### src/rtl/instruction_fetch.sv
// Fetch stage: drives the synchronous instruction memory and presents decoded fields to Decode.
// Read-to-output latency is 2 cycles; a 1-entry hold buffer absorbs the word returning during a stall.
module instruction_fetch #(
  parameter int                    ADDR_WIDTH = 16,
  parameter logic [ADDR_WIDTH-1:0] RESET_PC   = '0
) (
  input  logic                  clock_i,
  input  logic                  reset_i,
  input  logic                  enable_i,
  input  logic                  stall_i,
  input  logic                  redirect_i,
  input  logic [ADDR_WIDTH-1:0] redirectPC_i,
  output logic                  imemReadEn_o,
  output logic [ADDR_WIDTH-1:0] imemAddr_o,
  input  logic [31:0]           imemData_i,
  output logic                  isBranch_o,
  output logic                  instructionFormat_o,
  output logic [6:0]            opcode_o,
  output logic [4:0]            primOperand_o,
  output logic [15:0]           secOperand_o,
  output logic [ADDR_WIDTH-1:0] pc_o,
  output logic                  enable_o
);

  typedef enum logic [1:0] {IDLE, RUN, HOLD} state_t;

  state_t                state, state_nxt;
  logic [ADDR_WIDTH-1:0] pc;
  logic [ADDR_WIDTH-1:0] inflight_pc;
  logic [ADDR_WIDTH-1:0] hold_pc;
  logic                  inflight;
  logic                  hold_vld;
  logic [29:0]           hold_word;
  logic [29:0]           out_word;
  logic                  read_en;
  logic                  data_unused;

  // Bits [1:0] of the instruction word are reserved.
  assign data_unused = ^imemData_i[1:0];

  assign read_en      = enable_i & (state == RUN) & ~stall_i & ~hold_vld & ~redirect_i;
  assign imemReadEn_o = read_en;
  assign imemAddr_o   = pc;

  assign {isBranch_o, instructionFormat_o, opcode_o, primOperand_o, secOperand_o} = out_word;

  always_comb begin
    state_nxt = state;
    if (redirect_i) begin
      state_nxt = enable_i ? RUN : IDLE;
    end else begin
      case (state)
        IDLE: if (enable_i) state_nxt = RUN;
        RUN: begin
          if (!enable_i)            state_nxt = IDLE;
          else if (inflight && stall_i) state_nxt = HOLD;
        end
        HOLD: if (hold_vld && !stall_i) state_nxt = enable_i ? RUN : IDLE;
        default: state_nxt = IDLE;
      endcase
    end
  end

  always_ff @(posedge clock_i or negedge reset_i) begin
    if (!reset_i) begin
      state <= IDLE;
    end else begin
      state <= state_nxt;
    end
  end

  always_ff @(posedge clock_i or negedge reset_i) begin
    if (!reset_i) begin
      pc          <= RESET_PC;
      inflight    <= 1'b0;
      inflight_pc <= '0;
      hold_vld    <= 1'b0;
      hold_word   <= '0;
      hold_pc     <= '0;
      out_word    <= '0;
      pc_o        <= '0;
      enable_o    <= 1'b0;
    end else if (redirect_i) begin
      // Anything in flight or buffered belongs to the abandoned path.
      pc       <= redirectPC_i;
      inflight <= 1'b0;
      hold_vld <= 1'b0;
      enable_o <= 1'b0;
    end else begin
      if (read_en) begin
        pc          <= pc + 1'b1;
        inflight    <= 1'b1;
        inflight_pc <= pc;
      end else begin
        inflight <= 1'b0;
      end

      if (stall_i) begin
        if (inflight) begin
          hold_word <= imemData_i[31:2];
          hold_pc   <= inflight_pc;
          hold_vld  <= 1'b1;
        end
      end else if (hold_vld) begin
        out_word <= hold_word;
        pc_o     <= hold_pc;
        enable_o <= 1'b1;
        hold_vld <= 1'b0;
      end else if (inflight) begin
        out_word <= imemData_i[31:2];
        pc_o     <= inflight_pc;
        enable_o <= 1'b1;
      end else begin
        enable_o <= 1'b0;
      end
    end
  end

endmodule

### config.mk
export PLATFORM = sky130hd
export DESIGN_NAME = instruction_fetch
export DESIGN_NICKNAME = d
export VERILOG_FILES = /design/src/rtl/instruction_fetch.sv
export SDC_FILE = /design/constraint.sdc
export NUM_CORES = 1
export LEC_CHECK = 0
export BUFFER_PORTS_ARGS = -buffer_cell sky130_fd_sc_hd__buf_2
export CAP_MARGIN = 25
export CORE_MARGIN = 5
export CORE_UTILIZATION = 40
export CTS_BUF_LIST = sky130_fd_sc_hd__clkbuf_16
export DETAILED_ROUTE_END_ITERATION = 8
export GPL_ROUTABILITY_DRIVEN = 0
export PLACE_DENSITY_LB_ADDON = 0.1
export SYNTH_ARGS = -nofsm -noshare
export SYNTH_HDL_FRONTEND = slang
export SYNTH_SLANG_ARGS = --single-unit
### constraint.sdc
create_clock -name clock_i -period 3 [get_ports clock_i]
set_clock_uncertainty 0.2 [all_clocks]
set_input_delay 0.3 -clock clock_i [delete_from_list [all_inputs] [get_ports clock_i]]
set_output_delay 0.3 -clock clock_i [all_outputs]
set_load 0.005 [all_outputs]
==> results_dict.tcl, run 1 <==
set metrics [dict create \
    outcome "complete, no violations" \
    yosysTopAreaCell "dfrtp_1" \
    die_w_um 127.9 \
    syn-cell-area_mm2 0.005557 \
    maxCapViolations 0 \
    rsz0062_at_grt "no" \
    root_buffer "clkbuf_16" \
    drt_pass1_iterations 6 \
    grt_max_degree 71 \
    synth_top_area_frac 0.5810 \
    report.final.hold_viol_count 0 \
    synth_edf_count 0 \
    ys_types 40 \
    syn-num-nets 514 \
    placeableCoreArea_mm2 0.01377 \
    dieHeight_um 127.9 \
    io_pins 117 \
    finalNetCount 676 \
    ys_top_cells_by_area "dfrtp_1, mux2_2, mux2i_1" \
    clock_latency_ps 410 \
    crit_path_start "enable_i" \
    path_clk_slew_ps 50 \
    area_growth_pct 32.40 \
    postLayoutCoreUtil 0.5342 \
    nFillCells 1231 \
    grt-ovfl-total 0 \
    cts_num_sinks 129 \
    hold_class "input pin to register" \
    io_buffers 114 \
    htreeDepth 4 \
    reg2reg_from "state[1]" \
    drtIter0Drc 164 \
    detailroute.via_count 3992 \
    finalSetupTns_ps 0 \
    ys.flop_type "dfrtp_1" \
    critPathKind "input pin to primary output" \
    power.switching_mw 1.248 \
    rows 43 \
    startpoint_type "input pin" \
    clkPwrFrac 0.386 \
    max_freq_mhz 366.1 \
    post_drt_via_cell_ratio 4.910 \
    die_area_mm2 0.01635 \
    ys_seq_elements 129 \
    initial_utilization 0.4034 \
    grt_use_total 0.1578 \
    cts_buffer_depth 2 \
    combPwrFrac 0.153 \
    final_common_cell "dfrtp_1" \
    numCtsBuffers 17 \
    cts_resized 0 \
    critical_path_required_ps 2500 \
    p_leak_nw 3.438 \
    design_area_mm2 0.007357 \
    max_slew_margin 0.4312 \
    grt_pass1_wl_mm 20.47 \
    finalCriticalPeriod_ps 2732 \
    setup_viol_count_final 0 \
    worstSetupEndpointType "primary output" \
    place_area_mm2 0.006322 \
    p_int_mw 3.817 \
    p_sw_frac 0.2464 \
    hold_buffers 48 \
    yosysWarnings 0 \
    hpwl_mm 8.102 \
    avgSynthCellArea_um2 12.08 \
    synthArstFlopShare 1.000 \
    arrival_ps 2230 \
    postCtsSetupBuffers 0 \
    drc 0 \
    mostFrequentLayoutCells "dfrtp_1, buf_2, nand2_1" \
    first_global_vias 4101 \
    sequentialPowerShare 0.461 \
    layout_worst_path_cycle_share 0.9106 \
    postSynthCellCount 460 \
    yosysSeqAreaShare 0.5810 \
    worst-path-max-fanout 18 \
    finalMaxSlewViolations 0 \
    antenna_found_initial 0 \
    timing.hold.worst.start "redirect_i" \
    power_density_mw_per_mm2 688.4 \
    totalWireLength_mm 12.45 \
    ir_drop_uv 336.1 \
    n_antenna_cell 0 \
    worstMarginPinSlew_ps 853.2 \
    cts_tree "built" \
    power.total_mw 5.065 \
    drtAntennaViolNets 0 \
    drive_gt1_frac 0.3365 \
    wire_per_inst_um 15.32 \
]
power groups by stage:
stage / clock network, mW / logic, mW / registers [mW]
after global routing: 2.08 / 0.879 / 2.39
after detailed placement: 0 / 0.742 / 2.37
after CTS: 2.00 / 0.794 / 2.34
final: 1.96 / 0.774 / 2.34
after floorplan: 0 / 0.381 / 2.33
after global placement: 0 / 0.723 / 2.35
registers in the layout (all words and copies together) (netlist names):
| signal | count |
|---|---|
| out_word | 30 |
| inflight | 1 |
| enable_o | 1 |
| pc_o | 16 |
| imemAddr_o | 16 |
| hold_vld | 1 |
| inflight_pc | 16 |
| state | 2 |
| hold_pc | 16 |
| hold_word | 30 |
cell usage after synthesis, types with 2 or more instances:
master,number
nor4_1,3
xnor2_1,4
or3_1,4
buf_2,10
nand3_1,6
nor2b_1,5
a221o_1,2
inv_1,4
nor3_1,3
mux2i_1,49
xor2_1,3
a22oi_1,2
a31oi_1,4
nand2_1,64
nor2_1,8
mux2_2,62
clkbuf_1,14
o31ai_1,2
o21ai_0,57
or4_1,3
dfrtp_1,129
nand4_1,4
metrics by stage:
step	setup WS (ps)	hold slack (ps)	std cells
CTS	269.2	9.348	813
floorplan	894.7	-195.6	460
global route	157.3	60.66	813
finish	268.3	28.76	813
global placement	777.2	154.1	735
detailed placement	736.7	152.9	735
per-layer routing:
layer / global-route usage / wire (µm) / vias up
met2: 0.2421 / 5645 / 106
met4: 0.05431 / 151 / 0
li1: - / - / 1943
met3: 0.05125 / 700 / 13
met5: 0 / 0 / -
met1: 0.2114 / 5957 / 1930
logic make-up after synthesis:
logic type,after synthesis,share of synthesized area
DFF,129,0.5810
buffers and inverters,31,0.02477
and+or+nand+nor,111,0.09840
AOI/OAI and AO/OA,70,0.06868
adders and majority gates,1,0.002251
muxes,111,0.2139
xor gates and xnor gates,7,0.01103
area by class of cell:
| type | count | area [µm²] | area share |
|---|---|---|---|
| clock buffers | 17 | 425.4 | 0.05782 |
| inverters | 4 | 15.01 | 0.002041 |
| repair buffers | 170 | 1139 | 0.1548 |
| flip-flops and latches | 129 | 3229 | 0.4389 |
| well taps | 180 | 225.2 | 0.03061 |
| clock inverters | 13 | 128.9 | 0.01752 |
| multi-input cells | 300 | 2195 | 0.2983 |
critical path, stage by stage:
cell and delay (ps):
dlygate4sd3_1 510, buf_2 120, nand3b_1 260, or3_1 530
nor2_8 320, buf_2 180
path summary, 6_finish.rpt:
| path | to | slack (ps) | cells past startpoint |
|---|---|---|---|
| worst max-delay path | imemReadEn_o | 270 | 6 |
| worst min-delay path | enable_o | 30 | 4 |
| worst max register to register | inflight_pc[4] | 710 | 4 |
| worst min register to register | out_word[11] | 270 | 2 |
| max in group asynchronous | hold_word[25] | 1630 | 3 |
| min in group asynchronous | out_word[10] | 250 | 2 |
Power figures use the tool's default switching activity.
==> run 2: changes to the inputs <==
Settings changed: PLACE_DENSITY_LB_ADDON 0.1 to 0.12.
==> results_dict.tcl, run 2 (synthesis gave the netlist of run 1 again) <==
set metrics [dict create \
    outcome "complete, no violations" \
    die_w_um 127.9 \
    drtAntennaViolNets 0 \
    detailroute.via_count 4040 \
    totalWireLength_mm 12.31 \
    postCtsSetupBuffers 0 \
    grtUsageMet1 0.2120 \
    area_growth_pct 32.45 \
    met3_usage 0.04458 \
    layout_worst_path_cycle_share 0.9208 \
    largestRegisters "hold_word: 30 flops, out_word: 30 flops" \
    holdPathStages 4 \
    power.total_mw 4.976 \
    drt_pass1_iterations 4 \
    drive_gt1_frac 0.3354 \
    final_common_cell "dfrtp_1" \
    ir_drop_uv 325.0 \
    mostFrequentLayoutCells "dfrtp_1, buf_2, nand2_1" \
    finalCriticalPeriod_ps 2762 \
    whs_endpoint "enable_o" \
    rsz0062_at_grt "no" \
    max_freq_mhz 362.0 \
    postLayoutCoreUtil 0.5343 \
    io_pins 117 \
    cts_buffer_depth 2 \
    worst_r2r_endpoint "inflight_pc[2]" \
    clock_latency_ps 400 \
    worstMarginPinSlew_ps 832.2 \
    rows 43 \
    dieHeight_um 127.9 \
    max_slew_margin 0.4452 \
    grt.busiest_layer "met2" \
    numCtsBuffers 17 \
    grt-ovfl-total 0 \
    hpwl_mm 7.949 \
    seqCellArea_mm2 0.003229 \
    first_global_vias 4105 \
    path_clk_slew_ps 50 \
    post_drt_via_cell_ratio 4.957 \
    setup_viol_count_final 0 \
    timing.hold.worst.start "stall_i" \
    hold_class "input pin to register" \
    antenna_found_initial 0 \
    root_buffer "clkbuf_16" \
    cp_cell_sequence "dlygate4sd3_1 -> buf_2 -> nand3b_1 -> or3_1 -> nor2_8 -> buf_2" \
    cpPeakStageDelay_ps 530 \
    grt_use_total 0.1572 \
    placeableCoreArea_mm2 0.01377 \
    report.final.hold_viol_count 0 \
    whs_ps 136.6 \
    die_area_mm2 0.01635 \
    initial_utilization 0.4034 \
    critPathKind "input pin to primary output" \
    crit_path_start "enable_i" \
    finalMaxSlewViolations 0 \
    finalNetCount 676 \
    r2r_setup_slack_ps 710 \
    path_common_cell "buf_2" \
    met2_usage 0.2434 \
    critical_path_required_ps 2500 \
    multi_input_area_mm2 0.002195 \
    maxCapViolations 0 \
    drc 0 \
    reg2reg_from "state[1]" \
    n_antenna_cell 0 \
    htreeDepth 4 \
    wire_per_inst_um 15.10 \
    cts_tree "built" \
    critPathSlowestCell "dlygate4sd3_1" \
    drtIter0Drc 192 \
    grt_max_degree 94 \
    io_buffers 114 \
    nFillCells 1260 \
    cts_num_sinks 129 \
    reg2regPathDepth 4 \
    p_leak_nw 3.456 \
    worst-path-max-fanout 18 \
    worstSetupEndpointType "primary output" \
    finalSetupTns_ps 0 \
    arrival_ps 2260 \
    startpoint_type "input pin" \
    power_density_mw_per_mm2 676.2 \
    grt_pass1_wl_mm 20.56 \
]
==> run 2: changes by cell type in the layout (fill, tap and decap cells not counted) <==
cell / delta
inv_1: +4
buf_4: -3
bufinv_16: -1
buf_6: +1
clkinv_1: -3
clkinv_2: +2
buf_12: +1
dlygate4sd3_1: +1
==> run 2: layer usage <==
layer | part of all wire | vias to the layer above
met5 | 0 | -
met4 | 0.012 | 0
met3 | 0.056 | 15
met2 | 0.45 | 102
met1 | 0.48 | 1965
li1 | - | 1958
==> run 2: where the power goes <==
| part | switching, mW | total [mW] | internal (mW) |
|---|---|---|---|
| clock network | 0.686 | 1.87 | 1.18 |
| logic | 0.330 | 0.769 | 0.439 |
| registers | 0.226 | 2.34 | 2.11 |
| total | 1.24 | 4.98 | 3.73 |
==> run 2: cell type report <==
type                            count  share of cell area
Timing Repair Buffer              170              0.1573
Inverter                            4            0.002040
Multi-Input combinational cell    300              0.2982
Clock buffer                       17             0.05780
Tap cell                          180             0.03060
Clock inverter                     15             0.01530
Sequential cell                   129              0.4388
==> run 2: how the worst max path moves through the flow <==
stage / endpoint / slack [ps] / cells past startpoint
detailed placement: inflight_pc[11] / 720 / 4
CTS: imemReadEn_o / 250 / 6
finish: imemReadEn_o / 240 / 6
global route: imemReadEn_o / 140 / 6
global placement: inflight_pc[10] / 760 / 4
floorplan: imemAddr_o[8] / 890 / 5
==> run 2: timing repair <==
item	4_1_cts	5_1_grt
hold buffers	49	0
hold endpoints to repair	119	0
gates resized for setup	0	0
endpoints found under the setup margin	0	0
==> run 2: critical path, delay by kind of cell <==
kind | cells | cell delay (ps)
simple gates | 3 | 1100
buf+inv | 3 | 850
==> run 2: metrics by stage <==
step,cell area [µm²],cells,setup slack [ps]
2_1_floorplan,5557,460,894.7
3_5_place_dp,6331,734,721.2
3_3_place_gp,6331,734,762.1
6_report,7360,815,237.7
5_1_grt,7360,815,136.0
4_1_cts,7360,815,253.1
==> run 3: changes to the inputs <==
Settings changed: RECOVER_POWER from default to 50, SETUP_SLACK_MARGIN from default to 0.3.
Clock period 3 ns to 2.9 ns, I/O delays scaled along.
==> results_dict.tcl, run 3 (synthesis gave the netlist of run 1 again) <==
set metrics [dict create \
    rows 43 \
    startpoint_type "input pin" \
    critPathKind "input pin to primary output" \
    maxCapViolations 0 \
    root_buffer "clkbuf_16" \
    antenna_found_initial 0 \
    io_buffers 114 \
    cts_buffer_depth 2 \
    mostFrequentLayoutCells "dfrtp_1, buf_2, nand2_1" \
    area_growth_pct 32.11 \
    placeableCoreArea_mm2 0.01377 \
    cts_num_sinks 129 \
    critPathSlowestCell "or3_1" \
    die_area_mm2 0.01635 \
    finalCriticalPeriod_ps 2502 \
    grt-ovfl-total 0 \
    p_leak_nw 3.357 \
    ir_drop_uv 335.4 \
    max_slew_margin 0.3641 \
    first_global_vias 4108 \
    path_clk_slew_ps 50 \
    detailroute.via_count 4017 \
    grt_pass1_wl_mm 20.58 \
    nFillCells 1276 \
    drtAntennaViolNets 0 \
    cp_cell_sequence "dlygate4sd3_1 -> buf_2 -> nand3b_1 -> or3_1 -> nor2_8 -> buf_2" \
    finalNetCount 679 \
    drt_pass1_iterations 4 \
    initial_utilization 0.4034 \
    wire_per_inst_um 14.99 \
    arrival_ps 2010 \
    io_pins 117 \
    worst-path-max-fanout 8 \
    totalWireLength_mm 12.26 \
    dieHeight_um 127.9 \
    cts_tree "built" \
    drive_gt1_frac 0.2790 \
    report.final.hold_viol_count 0 \
    max_freq_mhz 399.7 \
    drtIter0Drc 156 \
    rsz0062_at_grt "no" \
    postLayoutCoreUtil 0.5330 \
    critical_path_required_ps 2410 \
    worstMarginPinSlew_ps 953.9 \
    grt_max_degree 84 \
    die_w_um 127.9 \
    post_drt_via_cell_ratio 4.911 \
    outcome "complete, no violations" \
    finalSetupTns_ps 0 \
    layout_worst_path_cycle_share 0.8628 \
    path_common_cell "buf_2" \
    power_density_mw_per_mm2 722.5 \
    finalMaxSlewViolations 0 \
    cpPeakStageDelay_ps 530 \
    clock_latency_ps 410 \
    drc 0 \
    hpwl_mm 8.095 \
    hold_class "input pin to register" \
    largestRegisters "hold_word: 30 flops, out_word: 30 flops" \
    worstSetupEndpointType "primary output" \
    final_common_cell "dfrtp_1" \
    n_antenna_cell 0 \
    numCtsBuffers 17 \
    power.total_mw 5.304 \
    grt_use_total 0.1585 \
    setup_viol_count_final 0 \
    htreeDepth 4 \
]
## run 3: repair_timing
item | 4_1_cts | 5_1_grt
setup endpoints to repair | 1 | 0
buffers inserted | 1 | 0
resized for setup | 0 | 0
hold buffers | 49 | 0
hold endpoints to repair | 151 | 0
## run 3: worst paths after layout
kind | end | from | slack, ps | cells after the start
max | imemReadEn_o | enable_i | 400 | 6
min | enable_o | stall_i | 130 | 4
max in group asynchronous | imemAddr_o[8] | reset_i | 910 | 3
min reg2reg | out_word[3] | out_word[3] | 280 | 2
max reg2reg | inflight_pc[13] | state[1] | 510 | 5
min in group asynchronous | out_word[5] | reset_i | 300 | 2
## run 3: cell type report
class	count	area [µm²]	share of cell area
clock inverter	15	162.7	0.02216
clock buffer	17	425.4	0.05795
tap	180	225.2	0.03068
timing repair buffer	173	1089	0.1483
multi-input combinational	300	2195	0.2990
sequential	129	3229	0.4399
inverter	4	15.01	0.002045
## run 3: report_power, final
group / switching, mW / internal [mW] / total, mW
Clock: 0.707 / 1.40 / 2.11
Combinational: 0.345 / 0.428 / 0.773
Sequential: 0.238 / 2.18 / 2.42
## run 3: worst max-delay path: cells and delay by family
kind / cells / cell delay [ps]
buffers and inverters: 3 / 760
AND/OR/NAND/NOR: 3 / 950
## run 3: metrics by stage
step	instance area (µm²)	setup slack, ps	hold slack (ps)	cells
final	7341	397.9	127.2	818
after detailed placement	6309	613.1	197.2	736
after global routing	7341	304.5	145.4	818
after CTS	7395	403.5	104.0	818
after global placement	6309	658.5	199.7	736
after floorplan	5557	794.7	-205.6	460
## run 3: layer usage
layer,vias to the layer above,global-route usage,share of wire
li1,1962,-,-
met1,1939,0.2065,0.47
met2,110,0.2492,0.46
met3,6,0.05708,0.063
met4,0,0.04744,0.0082
met5,-,0,0
